`src/rtl/io_irq_bridge_if.sv`:
```
// CPU/peripheral/interrupt signal bundle for io_irq_bridge.
// master = CPU and device side, slave = the bridge.
interface io_irq_bridge_if #(
  parameter int NUM_DEV = 4,
  parameter int DATA_W  = 16,
  parameter int ADDR_W  = 16
);
  logic [ADDR_W-1:0]         cpu_addr;
  logic                      cpu_read;
  logic                      cpu_write;
  logic [DATA_W-1:0]         cpu_wdata;
  logic [DATA_W-1:0]         cpu_rdata;
  logic [NUM_DEV-1:0]        dev_read;
  logic [NUM_DEV-1:0]        dev_write;
  logic [DATA_W-1:0]         dev_wdata;
  logic [NUM_DEV*DATA_W-1:0] dev_rdata;
  logic [NUM_DEV-1:0]        dev_irq;
  logic                      int_req;
  logic [3:0]                int_vector;
  logic                      int_ack;
  logic                      int_eoi;
  logic                      store_retaddr;
  logic [DATA_W-1:0]         retaddr;

  modport master (
    output cpu_addr, cpu_read, cpu_write, cpu_wdata, dev_rdata, dev_irq,
           int_ack, int_eoi, store_retaddr,
    input  cpu_rdata, dev_read, dev_write, dev_wdata, int_req, int_vector, retaddr
  );

  modport slave (
    input  cpu_addr, cpu_read, cpu_write, cpu_wdata, dev_rdata, dev_irq,
           int_ack, int_eoi, store_retaddr,
    output cpu_rdata, dev_read, dev_write, dev_wdata, int_req, int_vector, retaddr
  );
endinterface

```
`src/rtl/io_irq_bridge.sv`:
```
// CPU-to-peripheral bridge: one-hot device decode with strobe forwarding, plus a
// vectored interrupt controller (mask/pending/mode, req/ack/eoi handshake, return address).
module io_irq_bridge #(
  parameter int NUM_DEV = 4,
  parameter int DATA_W  = 16,
  parameter int ADDR_W  = 16
) (
  input logic           clk,
  input logic           rst_n,
  io_irq_bridge_if.slave bus
);
  localparam int N = NUM_DEV;

  typedef enum logic [1:0] {IDLE, REQ, SERVICE} state_e;

  state_e            state_q, state_d;
  logic [3:0]        vec_q, vec_d;
  logic [N-1:0]      mask_q, mask_d;
  logic [N-1:0]      pend_q, pend_d;
  logic [N-1:0]      mode_q, mode_d;
  logic [N-1:0]      irq_prev_q;
  logic [DATA_W-1:0] retaddr_q, retaddr_d;
  logic [DATA_W-1:0] rdata_q, rdata_d;

  logic              is_reg;
  logic [1:0]        reg_idx;
  logic [N-1:0]      addr_bits, sel_oh;
  logic              reg_we, mask_we, pend_we, mode_we, ret_we;
  logic [DATA_W-1:0] dev_rd, reg_rd;
  logic [N-1:0]      irq_set, w1c, ack_clr, vec_oh, active_q;
  logic              ack_fire, vec_live, int_req;

  function automatic logic [3:0] low_idx(input logic [N-1:0] v);
    low_idx = '0;
    for (int i = N - 1; i >= 0; i--) begin
      if (v[i]) low_idx = 4'(i);
    end
  endfunction

  // Device decode: lowest set address bit wins, internal window disables all devices.
  assign is_reg    = bus.cpu_addr[ADDR_W-1];
  assign reg_idx   = bus.cpu_addr[1:0];
  assign addr_bits = bus.cpu_addr[N-1:0];
  assign sel_oh    = is_reg ? '0 : (addr_bits & (~addr_bits + N'(1)));

  assign bus.dev_read  = bus.cpu_read  ? sel_oh : '0;
  assign bus.dev_write = bus.cpu_write ? sel_oh : '0;
  assign bus.dev_wdata = bus.cpu_wdata;

  always_comb begin
    dev_rd = '0;
    for (int i = 0; i < N; i++) begin
      if (sel_oh[i]) dev_rd = bus.dev_rdata[i*DATA_W +: DATA_W];
    end
  end

  always_comb begin
    reg_rd = '0;
    case (reg_idx)
      2'd0:    reg_rd[N-1:0] = mask_q;
      2'd1:    reg_rd[N-1:0] = pend_q;
      2'd2:    reg_rd[N-1:0] = mode_q;
      default: reg_rd        = retaddr_q;
    endcase
  end

  assign reg_we  = bus.cpu_write && is_reg;
  assign mask_we = reg_we && (reg_idx == 2'd0);
  assign pend_we = reg_we && (reg_idx == 2'd1);
  assign mode_we = reg_we && (reg_idx == 2'd2);
  assign ret_we  = reg_we && (reg_idx == 2'd3);

  assign vec_oh   = N'(1) << vec_q;
  assign ack_fire = (state_q == REQ) && bus.int_ack;
  assign ack_clr  = ack_fire ? vec_oh : '0;
  assign w1c      = pend_we ? bus.cpu_wdata[N-1:0] : '0;
  assign irq_set  = (bus.dev_irq & ~irq_prev_q & mode_q) | (bus.dev_irq & ~mode_q);

  // Clears are applied first so that a same-cycle set survives.
  assign pend_d    = (pend_q & ~(w1c | ack_clr)) | irq_set;
  assign mask_d    = mask_we ? bus.cpu_wdata[N-1:0] : mask_q;
  assign mode_d    = mode_we ? bus.cpu_wdata[N-1:0] : mode_q;
  assign retaddr_d = (bus.store_retaddr || ret_we) ? bus.cpu_wdata : retaddr_q;
  assign rdata_d   = bus.cpu_read ? (is_reg ? reg_rd : dev_rd) : rdata_q;

  assign active_q = pend_q & mask_q;
  // Withdraw looks at next-state values so int_req drops on the edge the source goes away.
  assign vec_live = |(pend_d & mask_d & vec_oh);

  always_ff @(posedge clk or negedge rst_n) begin
    if (!rst_n) begin
      mask_q     <= '0;
      pend_q     <= '0;
      mode_q     <= '0;
      irq_prev_q <= '0;
      retaddr_q  <= '0;
      rdata_q    <= '0;
    end else begin
      mask_q     <= mask_d;
      pend_q     <= pend_d;
      mode_q     <= mode_d;
      irq_prev_q <= bus.dev_irq;
      retaddr_q  <= retaddr_d;
      rdata_q    <= rdata_d;
    end
  end

  always_ff @(posedge clk or negedge rst_n) begin
    if (!rst_n) begin
      state_q <= IDLE;
      vec_q   <= '0;
    end else begin
      state_q <= state_d;
      vec_q   <= vec_d;
    end
  end

  always_comb begin
    state_d = state_q;
    vec_d   = vec_q;
    unique case (state_q)
      IDLE: begin
        if (|active_q) begin
          state_d = REQ;
          vec_d   = low_idx(active_q);
        end
      end
      REQ: begin
        if (bus.int_ack)    state_d = SERVICE;
        else if (!vec_live) state_d = IDLE;
      end
      SERVICE: begin
        if (bus.int_eoi) state_d = IDLE;
      end
      default: state_d = IDLE;
    endcase
  end

  always_comb begin
    int_req = 1'b0;
    if (state_q == REQ) int_req = 1'b1;
  end

  assign bus.int_req    = int_req;
  assign bus.int_vector = vec_q;
  assign bus.cpu_rdata  = rdata_q;
  assign bus.retaddr    = retaddr_q;
endmodule

```
`src/flat_wrapper.sv`:
```
// flat-port wrapper written by rule: the top's interface ports become plain ports
module io_irq_bridge_flat 
#(
  parameter int NUM_DEV = 4,
  parameter int DATA_W  = 16,
  parameter int ADDR_W  = 16
)
  (clk, rst_n, bus_cpu_addr, bus_cpu_read, bus_cpu_write, bus_cpu_wdata, bus_dev_rdata, bus_dev_irq, bus_int_ack, bus_int_eoi, bus_store_retaddr, bus_cpu_rdata, bus_dev_read, bus_dev_write, bus_dev_wdata, bus_int_req, bus_int_vector, bus_retaddr);
  io_irq_bridge_if #(.NUM_DEV(NUM_DEV), .DATA_W(DATA_W), .ADDR_W(ADDR_W)) bus_i ();
  input logic clk;
  input logic rst_n;
  input wire logic [$bits(bus_i.cpu_addr)-1:0] bus_cpu_addr;
  input wire logic [$bits(bus_i.cpu_read)-1:0] bus_cpu_read;
  input wire logic [$bits(bus_i.cpu_write)-1:0] bus_cpu_write;
  input wire logic [$bits(bus_i.cpu_wdata)-1:0] bus_cpu_wdata;
  input wire logic [$bits(bus_i.dev_rdata)-1:0] bus_dev_rdata;
  input wire logic [$bits(bus_i.dev_irq)-1:0] bus_dev_irq;
  input wire logic [$bits(bus_i.int_ack)-1:0] bus_int_ack;
  input wire logic [$bits(bus_i.int_eoi)-1:0] bus_int_eoi;
  input wire logic [$bits(bus_i.store_retaddr)-1:0] bus_store_retaddr;
  output wire logic [$bits(bus_i.cpu_rdata)-1:0] bus_cpu_rdata;
  output wire logic [$bits(bus_i.dev_read)-1:0] bus_dev_read;
  output wire logic [$bits(bus_i.dev_write)-1:0] bus_dev_write;
  output wire logic [$bits(bus_i.dev_wdata)-1:0] bus_dev_wdata;
  output wire logic [$bits(bus_i.int_req)-1:0] bus_int_req;
  output wire logic [$bits(bus_i.int_vector)-1:0] bus_int_vector;
  output wire logic [$bits(bus_i.retaddr)-1:0] bus_retaddr;
  assign bus_i.cpu_addr = bus_cpu_addr;
  assign bus_i.cpu_read = bus_cpu_read;
  assign bus_i.cpu_write = bus_cpu_write;
  assign bus_i.cpu_wdata = bus_cpu_wdata;
  assign bus_i.dev_rdata = bus_dev_rdata;
  assign bus_i.dev_irq = bus_dev_irq;
  assign bus_i.int_ack = bus_int_ack;
  assign bus_i.int_eoi = bus_int_eoi;
  assign bus_i.store_retaddr = bus_store_retaddr;
  assign bus_cpu_rdata = bus_i.cpu_rdata;
  assign bus_dev_read = bus_i.dev_read;
  assign bus_dev_write = bus_i.dev_write;
  assign bus_dev_wdata = bus_i.dev_wdata;
  assign bus_int_req = bus_i.int_req;
  assign bus_int_vector = bus_i.int_vector;
  assign bus_retaddr = bus_i.retaddr;
  io_irq_bridge #(.NUM_DEV(NUM_DEV), .DATA_W(DATA_W), .ADDR_W(ADDR_W)) u_core (.clk(clk), .rst_n(rst_n), .bus(bus_i));
endmodule
```
`config.mk`:
```
export PLATFORM = sky130hd
export DESIGN_NAME = io_irq_bridge_flat
export DESIGN_NICKNAME = d
export VERILOG_FILES = /design/src/rtl/io_irq_bridge_if.sv /design/src/rtl/io_irq_bridge.sv /design/src/flat_wrapper.sv
export SDC_FILE = /design/constraint.sdc
export NUM_CORES = 1
export LEC_CHECK = 0
export CORE_MARGIN = 2
export CORE_UTILIZATION = 40
export DETAILED_ROUTE_END_ITERATION = 10
export GPL_ROUTABILITY_DRIVEN = 1
export PLACE_DENSITY = 0.84
export SLEW_MARGIN = 20
export SYNTH_ARGS = -nofsm -noshare
export SYNTH_HDL_FRONTEND = slang
export SYNTH_SLANG_ARGS = --single-unit
```
`constraint.sdc`:
```
create_clock -name clk -period 6.6 [get_ports clk]
set_clock_uncertainty 0.05 [all_clocks]
set_input_delay 1.98 -clock clk [delete_from_list [all_inputs] [get_ports clk]]
set_output_delay 1.98 -clock clk [all_outputs]
set_load 0.1 [all_outputs]
```
[Word-level counts from Yosys, hierarchy flattened]
Index checks and enable logic that the tools add are counted.
Storage, ports and cells
  bits in registers: 54
  input bits: 107
  output and inout port bits: 61
  word-level logic and storage cells: 70
Operators by class
  add/sub/neg operators: 1
  eq/ne operators: 8
  shift-type cells: 1
  mux-type cells: 23
  bitwise logic cells: 15
  reductions and logical operators: 14
Operators with widths (count)
  16-bit 2-to-1 mux: 5
  4-bit AND: 8
  4-bit 2-to-1 mux: 6
  2-bit 2-to-1 mux: 8
  4-bit NOT: 4
  12-bit 2-to-1 mux: 1
  4-bit bitwise OR: 3
  4-bit one-hot mux with 3 select lines: 1
  4-bit OR reduction: 2
  2-bit == test, second input constant: 3
  1-bit logical AND: 6
  2-bit one-hot mux with 3 select lines: 1
  4-bit by 1-bit adder with 4-bit output, second input constant: 1
  2-bit by 1-bit == test with 1-bit output, second input constant: 2
  2-bit logical NOT: 2
  1-bit by 4-bit << shifter with 4-bit output, first input constant: 1
  3-bit != test, second input constant: 1
  3-bit AND reduction: 1
  3-bit OR reduction: 1
  2-bit by 1-bit != test with 1-bit output, second input constant: 1
  2-bit != test, second input constant: 1
  2-bit AND reduction: 1
  1-bit logical OR: 1
  1-bit 2-to-1 mux: 1

[Depth between registers and ports, before layout]
  word-level depth: 13
  gate-level depth with buffers: 7
  mapped depth without buffers: 5

[Worst setup path after synthesis]
OpenSTA, ideal clock, no wires.
  path kind: in2out
  start: input port bus_cpu_addr[0]
  end: output port bus_dev_read[2]
  arrival: 3.505 ns
  required time: 4.570 ns
  path slack: 1.065 ns
  cell stages on the path: 4
  buffers on the path: 2
  path through: buf_2 -> nor4b_4 -> buf_2 -> and2_1
Between the ends
  cells in the longest elaborated chain, start to end: 5
Ends and longest elaborated chain
  start: declaration: RTL line flat_wrapper.sv:12  | input wire logic [$bits(bus_i.cpu_addr)-1:0] bus_cpu_addr;
  4-bit NOT: RTL line io_irq_bridge.sv:44  | assign sel_oh = is_reg ? '0 : (addr_bits & (~addr_bits + N'(1)));
  4-bit by 1-bit adder with 4-bit output: RTL line io_irq_bridge.sv:44
  4-bit AND: RTL line io_irq_bridge.sv:44
  4-bit 2-to-1 mux: RTL line io_irq_bridge.sv:44
  4-bit 2-to-1 mux: RTL line io_irq_bridge.sv:46  | assign bus.dev_read = bus.cpu_read ? sel_oh : '0;
  end: declaration: RTL line flat_wrapper.sv:22  | output wire logic [$bits(bus_i.dev_read)-1:0] bus_dev_read;
Every way passes these cells.

[Worst setup path after layout]
  start: input port bus_cpu_addr[1]
  end: output port bus_dev_read[1]
Between the ends
  cells in the longest elaborated chain, start to end: 5
Ends and longest elaborated chain (RTL line)
  4-bit NOT: io_irq_bridge.sv:44
  4-bit by 1-bit adder with 4-bit output: io_irq_bridge.sv:44
  4-bit AND *: io_irq_bridge.sv:44
  4-bit 2-to-1 mux *: io_irq_bridge.sv:44
  4-bit 2-to-1 mux *: io_irq_bridge.sv:46
Every way passes the cells marked *; elsewhere a longest branch is shown, timed or not.

==> metrics <==
Pint 0.000645 W; DRT Wirelength 9.71 mm; via count 2862; multi-input logic area 1370 um^2; fin. max-slew vios 0; Switching Fraction 46.7%; share of layout cells above drive strength 1 14.5%; vias in the first global route 2716; drt first-iter violations 295; final-stage net count 539; pin count of the biggest net entering global routing 53; Net Sw Power 0.000565 W; Peak VDD IR 0.149 mV; Hold Path Stages 2; Leak 1.86 nW; crit end category primary output; Synth warnings 0; Ports 168; dpl ws 0.955 ns; TNS Setup 0 ns; CTS max path bufs 2; synthesized area 2910 um^2; total design power 0.00121 W; fin crit share 85.8%; Tmin final 5.66 ns; Pre-Repair DR Iteration Count 7; final antenna-violating net count 0; die width 89.3 um; Die Span Y 89.3 um; first-pass GRT wire length 14.1 mm; fin area 4570 um^2; initial antenna violation count 0; syn avg cell area 9.73 um^2; DRC 0; Crit path arrival time 3.63 ns; TritonCTS clock tree built; CTS buffer count 5; maxcap violations 0; Clk Latency, worst-skew pair 0.29 ns; number of I/O port buffers 154; Seq pwr share 34.7%; Via-to-Cell Ratio 5.38; Area Overhead vs Synth 57.1%; GR Overflow Total 0; wire length per cell 18.3 um; register bit total from synthesis 52; Fillers 576; register-to-register setup slack 4.73 ns; Clock Sinks 52; Final WS setup 0.937 ns; cts repair resizes 0; Post-Synthesis Cells 299; # Post-CTS Setup Buffers 0; Fmax 177 MHz; sequential share of the synthesized area 44.8%; Worst Path Max Fanout 11; H-tree levels 2; Hold Crit Start u_core.bus.retaddr[1]$_DFFE_PN0P_; HP Class flop to flop; critical setup path kind input pin to primary output; cells on worst reg2reg path 5; die area 7970 um^2; RePlAce Congestion 0.903; r2r endpoint u_core.state_q[0]$_DFFE_PN0P_; CTS Root Buffer Type clkbuf_8; overall fraction of global-route tracks in use 23.3%; Max transition margin 32.7%; Worst R2R Start u_core.state_q[1]$_DFFE_PN0P_; Final Hold Vio Count 0; Initial Util 40.7%; DPL Wire Length 7.37 mm; actual slew at the worst max-slew pin 1.01 ns; hold buffer count at CTS 0; Reg area 1300 um^2; unrepaired setup endpoints after global routing no; Post-DP Area 4470 um^2; Distinct cells, synth 38; Critical Path RT 4.57 ns; n_diodes 0; Clock transition at path regs 0.09 ns; Rows 31; Combinational Power Share 49.9%; PwrDens 265 nW/um^2; CP Launch Type input pin; power share of the clock group 15.4%; final setup fails 0; Core Region 7140 um^2; outcome finished clean; Hold Path End u_core.bus.retaddr[1]$_DFFE_PN0P_
-- cells in the mapped netlist --
cell	n	area share, %
o211ai_1	4	1.0
nor2_1	19	2.5
nand3_1	1	0.17
nor2b_1	6	1.3
mux2i_1	3	1.0
mux2_4	1	0.52
o21ai_0	17	2.9
buf_2	6	1.0
and3b_1	4	1.2
a31oi_1	11	2.4
nand2_1	48	6.2
nor4b_4	1	0.82
a41oi_1	1	0.30
mux4_2	4	3.1
mux2_2	12	4.6
a221oi_1	8	2.4
buf_4	19	4.9
a211oi_1	2	0.52
a2111oi_2	3	1.5
dfrtp_1	52	45
a21oi_1	7	1.2
and3_1	4	0.86
a22oi_1	2	0.52
a22o_1	1	0.30
a21o_1	12	3.1
inv_1	10	1.3
o221ai_1	1	0.30
nor3_1	7	1.2
buf_1	1	0.13
nor4bb_1	1	0.34
clkbuf_1	12	1.5
nand3b_1	1	0.26
nand4b_1	1	0.30
a32oi_1	1	0.30
and2_1	3	0.65
a222oi_1	11	3.8
o41ai_2	1	0.56
conb_1	1	0.13
-- critical path, cell delays in order --
cell,delay (ns)
clkdlybuf4s50_1,0.60
buf_4,0.26
nor2b_1,0.18
buf_4,0.20
and3b_1,0.23
buf_12,0.19
-- layer usage --
layer	vias up	GRT usage [%]	routed length [um]
met4	0	6.51	233
met1	1363	31.7	3800
met2	133	38.0	4900
li1	1348	-	-
met3	18	4.99	778
met5	-	0	0
-- sequential cells by signal (all words and copies together), names as in the netlist --
register / cells
u_core.bus.cpu_rdata: 16
u_core.bus.retaddr: 16
u_core.irq_prev_q: 4
u_core.mask_q: 4
u_core.mode_q: 4
u_core.pend_q: 4
u_core.bus.int_vector: 2
u_core.state_q: 2
-- final cells by class --
type | count | area share (%)
inverter | 10 | 0.822
clock buffer | 8 | 1.97
multi-input combinational | 200 | 30.0
sequential | 52 | 28.5
timing repair buffer | 163 | 36.0
tap | 99 | 2.71
-- power by group through the flow --
stage | clock network, W | logic (W) | registers, W
floorplan | 0 | 0.000230 | 0.000613
global placement | 0 | 0.000596 | 0.000421
detailed placement | 0 | 0.000604 | 0.000425
CTS | 0.000191 | 0.000605 | 0.000419
global route | 0.000202 | 0.000632 | 0.000427
finish | 0.000186 | 0.000604 | 0.000420
-- per-stage QoR --
| stage | instances | hold WS (ns) | util (%) |
|---|---|---|---|
| finish | 532 | 0.484 | 64.0 |
| global route | 532 | 0.501 | 64.0 |
| detailed placement | 524 | 0.458 | 62.6 |
| CTS | 532 | 0.479 | 63.8 |
| global placement | 524 | 0.438 | 62.6 |
| floorplan | 300 | 0.416 | - |
-- cells in the final DEF, fill, tap and decap left out, types with 2 or more instances in the layout --
cell type,count
clkdlybuf4s50_1,129
dfrtp_1,52
nand2_1,48
buf_4,25
nor2_1,19
o21ai_0,17
a21o_1,12
mux2_2,12
a222oi_1,11
a31oi_1,11
inv_1,10
a221oi_1,8
buf_12,8
nor3_1,7
a21oi_1,7
nor2b_1,6
clkbuf_8,6
and3b_1,4
and3_1,4
mux4_2,4
o211ai_1,4
and2_1,3
mux2i_1,3
a2111oi_2,3
a22oi_1,2
a211oi_1,2
conb_1,2
clkbuf_1,2
-- logic make-up (layout without fill, tap and decap cells) --
logic type / after synthesis / in the layout / synth area share (%)
multiplexers: 20 / 20 / 9.29
flip-flops: 52 / 52 / 44.8
buffers and inverters: 48 / 181 / 8.91
AND/OR/NAND/NOR: 96 / 96 / 15.7
AO/OA/AOI/OAI: 82 / 82 / 21.2
other: 1 / 2 / 0.129
-- worst max-delay path by stage --
stage / start / end / slack [ns] / cells past startpoint
after CTS: bus_cpu_addr[1] / bus_dev_read[1] / 0.95 / 6
after global routing: bus_cpu_addr[1] / bus_dev_read[1] / 0.86 / 6
after floorplan: bus_cpu_addr[0] / bus_dev_read[2] / 1.06 / 4
final: bus_cpu_addr[1] / bus_dev_read[1] / 0.94 / 6
after global placement: bus_cpu_addr[1] / bus_dev_read[1] / 0.95 / 6
after detailed placement: bus_cpu_addr[1] / bus_dev_read[1] / 0.96 / 6
Note: power is estimated with default switching activity, not from simulation.
